==> src/rtl/rng_pkg.sv <==
// Shared types and constants for the random-number pool scheduler.
// Holds the FSM state enum, the LFSR tap mask, the warm-up length and the default seed.
// Also provides the LFSR step and nibble helper functions used by the LFSR core.
package rng_pkg;

    typedef enum logic [1:0] {
        IDLE   = 2'd0,
        RESEED = 2'd1,
        WARMUP = 2'd2
    } rng_state_t;

    // Taps at bits 15, 4, 2 and 1; XOR of the masked state is the feedback bit
    localparam logic [15:0] LFSR_TAPS    = 16'h8016;
    localparam int          WARMUP_LEN   = 16;
    localparam logic [15:0] DEFAULT_SEED = 16'hACE1;

    function automatic logic [15:0] lfsr_step(input logic [15:0] d);
        return {d[14:0], ^(d & LFSR_TAPS)};
    endfunction

    // Scattered bit pick so adjacent nibbles share fewer shifted bits
    function automatic logic [3:0] lfsr_nibble(input logic [15:0] d);
        return {d[0], d[15], d[2], d[13]};
    endfunction

endpackage

==> src/rtl/rng_lfsr16_core.sv <==
// 16-bit Fibonacci LFSR holding the shared random state, with load and step controls.
// Latency: load/step take effect at the next clock edge; nibble output is combinational from the current state.
// Backpressure: none; the state holds whenever neither load nor step is asserted (load wins over step).
module rng_lfsr16_core
    import rng_pkg::*;
#(
    parameter logic [15:0] SEED = DEFAULT_SEED
) (
    input  logic        i_clk,
    input  logic        i_rst,
    input  logic        i_load,
    input  logic [15:0] i_load_val,
    input  logic        i_step,
    output logic [3:0]  o_nibble
);

    logic [15:0] r_d;

    // State register: reset to the seed, otherwise load, step or hold
    always_ff @(posedge i_clk) begin
        if (i_rst) begin
            r_d <= SEED;
        end else if (i_load) begin
            r_d <= i_load_val;
        end else if (i_step) begin
            r_d <= lfsr_step(r_d);
        end
    end

    assign o_nibble = lfsr_nibble(r_d);

endmodule

==> src/rtl/rng_pool_scheduler.sv <==
// Round-robin scheduler sharing one LFSR among N_REQ requesters, one 4-bit nibble per grant, plus reseed sequencing.
// Latency: 1 cycle from REQ sample to registered GNT/RND/VALID; reseed ack 1 cycle after the request is seen.
// Backpressure: no grants while BUSY (reseed, and 16-cycle warm-up when RNG_WARMUP_EN is defined); ungranted REQ is not stored.
module rng_pool_scheduler
    import rng_pkg::*;
#(
    parameter int          N_REQ        = 4,
    parameter logic [15:0] SEED_DEFAULT = DEFAULT_SEED
) (
    input  logic             i_trig,
    input  logic             i_reset,
    input  logic [N_REQ-1:0] i_req,
    output logic [N_REQ-1:0] o_gnt,
    output logic [3:0]       o_rnd,
    output logic             o_valid,
    input  logic             i_reseed_req,
    input  logic [15:0]      i_reseed_val,
    output logic             o_reseed_ack,
    output logic             o_busy
);

    localparam int PW = (N_REQ > 1) ? $clog2(N_REQ) : 1;

    rng_state_t        r_state;
    logic [PW-1:0]     r_ptr;
    logic [N_REQ-1:0]  r_gnt;
    logic [3:0]        r_rnd;
    logic              r_valid;
    logic              r_ack;
    logic              r_busy;
`ifdef RNG_WARMUP_EN
    logic [3:0]        r_wcnt;
`endif

    logic [N_REQ-1:0]  w_rot;
    logic              w_win_vld;
    logic [PW:0]       w_win_sum;
    logic [PW-1:0]     w_win_idx;
    logic [PW-1:0]     w_ptr_nxt;
    logic [3:0]        w_nibble;
    logic              w_grant;
    logic              w_load;
    logic              w_step;
    logic [15:0]       w_seed;

    // Round-robin search: rotate requests so the pointer sits at bit 0, take the lowest set bit, rotate back
    always_comb begin
        w_rot     = N_REQ'({i_req, i_req} >> r_ptr);
        w_win_vld = 1'b0;
        w_win_sum = {1'b0, r_ptr};
        for (int i = 0; i < N_REQ; i++) begin
            if (!w_win_vld && w_rot[i]) begin
                w_win_vld = 1'b1;
                w_win_sum = {1'b0, r_ptr} + (PW+1)'(i);
            end
        end
        if (w_win_sum >= (PW+1)'(N_REQ)) begin
            w_win_sum = w_win_sum - (PW+1)'(N_REQ);
        end
        w_win_idx = w_win_sum[PW-1:0];
        w_ptr_nxt = (w_win_sum == (PW+1)'(N_REQ-1)) ? '0 : (w_win_sum[PW-1:0] + 1'b1);
    end

    assign w_grant = (r_state == IDLE) && !i_reseed_req && w_win_vld;
    assign w_load  = (r_state == RESEED);
    assign w_seed  = (i_reseed_val == 16'h0000) ? SEED_DEFAULT : i_reseed_val;
`ifdef RNG_WARMUP_EN
    assign w_step  = w_grant || (r_state == WARMUP);
`else
    assign w_step  = w_grant;
`endif

    rng_lfsr16_core #(
        .SEED       (SEED_DEFAULT)
    ) u_lfsr (
        .i_clk      (i_trig),
        .i_rst      (i_reset),
        .i_load     (w_load),
        .i_load_val (w_seed),
        .i_step     (w_step),
        .o_nibble   (w_nibble)
    );

    // Control FSM with registered grant, nibble, ack and busy outputs
    always_ff @(posedge i_trig) begin
        if (i_reset) begin
            r_state <= IDLE;
            r_ptr   <= '0;
            r_gnt   <= '0;
            r_rnd   <= 4'h0;
            r_valid <= 1'b0;
            r_ack   <= 1'b0;
            r_busy  <= 1'b0;
`ifdef RNG_WARMUP_EN
            r_wcnt  <= 4'd0;
`endif
        end else begin
            r_gnt   <= '0;
            r_rnd   <= 4'h0;
            r_valid <= 1'b0;
            r_ack   <= 1'b0;
            r_busy  <= 1'b0;
            case (r_state)
                IDLE: begin
                    if (i_reseed_req) begin
                        r_state <= RESEED;
                    end else if (w_win_vld) begin
                        r_gnt   <= N_REQ'(1) << w_win_idx;
                        r_rnd   <= w_nibble;
                        r_valid <= 1'b1;
                        r_ptr   <= w_ptr_nxt;
                    end
                end
                RESEED: begin
                    r_ack  <= 1'b1;
                    r_busy <= 1'b1;
`ifdef RNG_WARMUP_EN
                    r_state <= WARMUP;
                    r_wcnt  <= 4'd0;
`else
                    r_state <= IDLE;
`endif
                end
`ifdef RNG_WARMUP_EN
                WARMUP: begin
                    r_busy <= 1'b1;
                    if (r_wcnt == 4'(WARMUP_LEN-1)) begin
                        r_state <= IDLE;
                        r_wcnt  <= 4'd0;
                    end else begin
                        r_wcnt  <= r_wcnt + 4'd1;
                    end
                end
`endif
                default: r_state <= IDLE;
            endcase
        end
    end

    assign o_gnt        = r_gnt;
    assign o_rnd        = r_rnd;
    assign o_valid      = r_valid;
    assign o_reseed_ack = r_ack;
    assign o_busy       = r_busy;

endmodule
==> config.mk <==
export PLATFORM = sky130hd
export DESIGN_NAME = rng_pool_scheduler
export DESIGN_NICKNAME = d
export VERILOG_FILES = /design/src/rtl/rng_pkg.sv /design/src/rtl/rng_lfsr16_core.sv /design/src/rtl/rng_pool_scheduler.sv
export SDC_FILE = /design/constraint.sdc
export NUM_CORES = 1
export LEC_CHECK = 0
export CAP_MARGIN = 20
export CORE_MARGIN = 4
export CORE_UTILIZATION = 49
export DETAILED_ROUTE_END_ITERATION = 6
export PLACE_DENSITY = 0.75
export SKIP_CTS_REPAIR_TIMING = 1
export SYNTH_ARGS = -nofsm -noshare
export SYNTH_HDL_FRONTEND = slang
export SYNTH_HIERARCHICAL = 1
export SYNTH_SLANG_ARGS = --single-unit
export TNS_END_PERCENT = 1
==> constraint.sdc <==
create_clock -name i_trig -period 2.2 [get_ports i_trig]
set_input_delay 0.33 -clock i_trig [delete_from_list [all_inputs] [get_ports i_trig]]
set_output_delay 0.33 -clock i_trig [all_outputs]
set_load 0.05 [all_outputs]
==> results.json <==
{
  "outcome": "completed",
  "clock_latency_ps": 320,
  "drt_wl_total_mm": 2.73,
  "hold_path_class": "register to register",
  "viasPerCell": 5.30,
  "critical_path.startpoint_type": "input pin",
  "synth_fp_nets": 171,
  "clock_skew_ps": 13.4,
  "cts.clk_slew.worst_paths_ps": 100,
  "ys_seq_area_share_pct": 38.5,
  "die_area_mm2": 0.00403,
  "layoutNonFillerInstCount": 207,
  "initial_utilization_pct": 52.9,
  "die_w_um": 63.5,
  "fin_nets": 198,
  "hold_viol": 0,
  "antenna_found_initial": 0,
  "clock.fmax_mhz": 514,
  "crit_type": "input pin to register",
  "grt_usage_pct": 14.4,
  "htreeDepth": 2,
  "fin_ws_ps": 254,
  "fill_cells": 245,
  "diodes": 0,
  "detail_route.wl_per_cell_um": 13.2,
  "synth_top_area_share_pct": 38.5,
  "critPathMaxFanout": 21,
  "finalSetupViolCount": 0,
  "power_density_mw_per_mm2": 645,
  "ios": 34,
  "ys_warn_count": 6,
  "synth-edff-count": 0,
  "clock_path_buffers": 2,
  "via_count": 1097,
  "min_period_over_period_pct": 88.5,
  "setup-tns-final_ps": 0,
  "drc": 0,
  "cts_made_buffers": 5,
  "maxSlewViolCount": 0,
  "grt_pass1_vias": 1080,
  "antenna_left": 0,
  "first_iter_violations": 49,
  "netlist_instances": 148,
  "synth_area_leader_cell": "dfxtp_1",
  "syn-cell-area_mm2": 0.00151,
  "clk_root_buffer_cell": "clkbuf_4",
  "crit_required_ps": 2410,
  "grt_pass1_wl_mm": 4.61,
  "worst_ep_arrival_time_ps": 2160,
  "place.gp.congestion": 0.775,
  "dpl_worst_slack_ps": -107,
  "syn_to_final_growth_pct": 23.4,
  "core-area_mm2": 0.00285,
  "relSlewSlack_pct": 57.0,
  "grt_overflow_total": 0,
  "io_buffers": 33,
  "syn_avg_cell_area_um2": 10.2,
  "final_layout_size_suffix_gt1_share_pct": 19.3,
  "p_leak_nw": 0.729,
  "grt_max_degree": 22,
  "synth_area_leaders": "dfxtp_1, mux2i_1, mux2_4, nand2b_1, mux2_2",
  "place_inst": 199,
  "worstMarginPinSlew_ps": 639,
  "rows": 19,
  "die_y_um": 63.5,
  "ys.flop_type": "dfxtp_1",
  "synthArstFlopShare_pct": 0,
  "cts.sinks": 29,
  "fin_crit_ps": 1950,
  "cap_violations": 0,
  "dr.pass1.iters": 4,
  "hpwl_mm": 2.02,
  "end_kind": "register",
  "rsz0062_at_grt": "no",
  "synth_cell_types": 34,
  "ir_drop_mv": 0.327,
  "ys_seq_elements": 29,
  "cts_tree": "yes"
}
[power by group]
group	internal, mW	switching [mW]
combinational	0.163	0.136
clock	0.120	0.190
sequential	0.566	0.0261
total	0.849	0.352
[cells in the mapped netlist (2+ instances only)]
cell	n
and2_1	4
clkbuf_1	10
nor3b_1	2
mux2i_1	15
a21oi_1	2
xnor2_1	2
mux2_2	7
a211oi_1	2
buf_4	5
mux2_4	8
nor2_1	15
nor4_1	5
nand2b_1	17
inv_1	2
xor2_1	2
nand2_1	2
dfxtp_1	29
buf_6	3
[critical path, cell delays in order]
cell and delay, ps:
clkdlybuf4s50_1 440, nor4_1 590, nor3_2 110, buf_12 190
mux2_4 300, mux2i_1 130, nor2_1 50
[sequential cells by signal, summed over array words and instances, names as in the netlist]
signal,cells
o_busy,1
o_gnt,4
o_rnd,4
o_valid,1
r_ptr,2
r_state,1
u_lfsr/r_d,16
[cells in the final DEF (no fill, tap or decap), types with 2 or more instances in the layout]
master / synthesis / layout
nand2b_1: 17 / 17
xor2_1: 2 / 2
buf_4: 5 / 5
nand2_1: 2 / 2
nor3b_1: 2 / 2
nor2_1: 15 / 15
xnor2_1: 2 / 2
dfxtp_1: 29 / 29
a21oi_1: 2 / 2
clkbuf_4: 0 / 5
clkdlybuf4s50_1: 0 / 33
a211oi_1: 2 / 2
clkinv_2: 0 / 2
and2_1: 4 / 4
mux2i_1: 15 / 15
mux2_2: 7 / 7
mux2_4: 8 / 8
nor4_1: 5 / 5
inv_1: 2 / 2
[logic make-up (layout without fill, tap and decap cells)]
| kind of cell | count (synthesis) | after routing | share of synthesized area (%) |
|---|---|---|---|
| multiplexers | 30 | 30 | 23.1 |
| buffers and inverters | 21 | 49 | 9.04 |
| AO/OA/AOI/OAI | 9 | 9 | 5.22 |
| XOR/XNOR | 4 | 4 | 2.32 |
| AND/OR/NAND/NOR | 55 | 55 | 21.8 |
| flip-flops | 29 | 29 | 38.5 |
[path summary, 6_finish.rpt]
path / startpoint / end / slack (ps) / cells after the start
max: i_req[3] / u_lfsr/r_d[3]$_SDFFE_PP0P_ / 250 / 7
min: u_lfsr/r_d[13]$_SDFFE_PP1P_ / o_rnd[0]$_SDFF_PP0_ / 500 / 1
max reg2reg: r_ptr[1]$_SDFFE_PP0P_ / r_ptr[1]$_SDFFE_PP0P_ / 740 / 5
min reg2reg: u_lfsr/r_d[13]$_SDFFE_PP1P_ / o_rnd[0]$_SDFF_PP0_ / 500 / 1
[final cells by class]
class	instances	area (µm²)	share of cell area, %
clock inverters	3	17.5	0.941
flip-flops and latches	29	581	31.2
repair buffers	39	388	20.8
well taps	31	38.8	2.08
clock buffers	5	37.5	2.02
inverters	2	7.51	0.403
multi-input cells	98	792	42.5
[layer usage]
metal / GRT usage, % / vias up / part of all wire (%)
met1: 17.0 / 502 / 45
met3: 4.80 / 4 / 5.9
met5: 0 / - / 0
met4: 4.85 / 0 / 1.1
li1: - / 554 / -
met2: 24.1 / 37 / 48
[per-stage QoR]
step / power, mW / instance area [µm²] / util, % / hold slack (ps)
after detailed placement: 0.903 / 1810 / 63.3 / 471
after floorplan: 0.825 / 1510 / - / 395
after global placement: 0.895 / 1810 / 63.3 / 474
after CTS: 1.21 / 1860 / 65.3 / 493
after global routing: 1.26 / 1860 / 65.3 / 518
final: 1.20 / 1860 / 65.3 / 498
(Power assumes the default switching activity.)
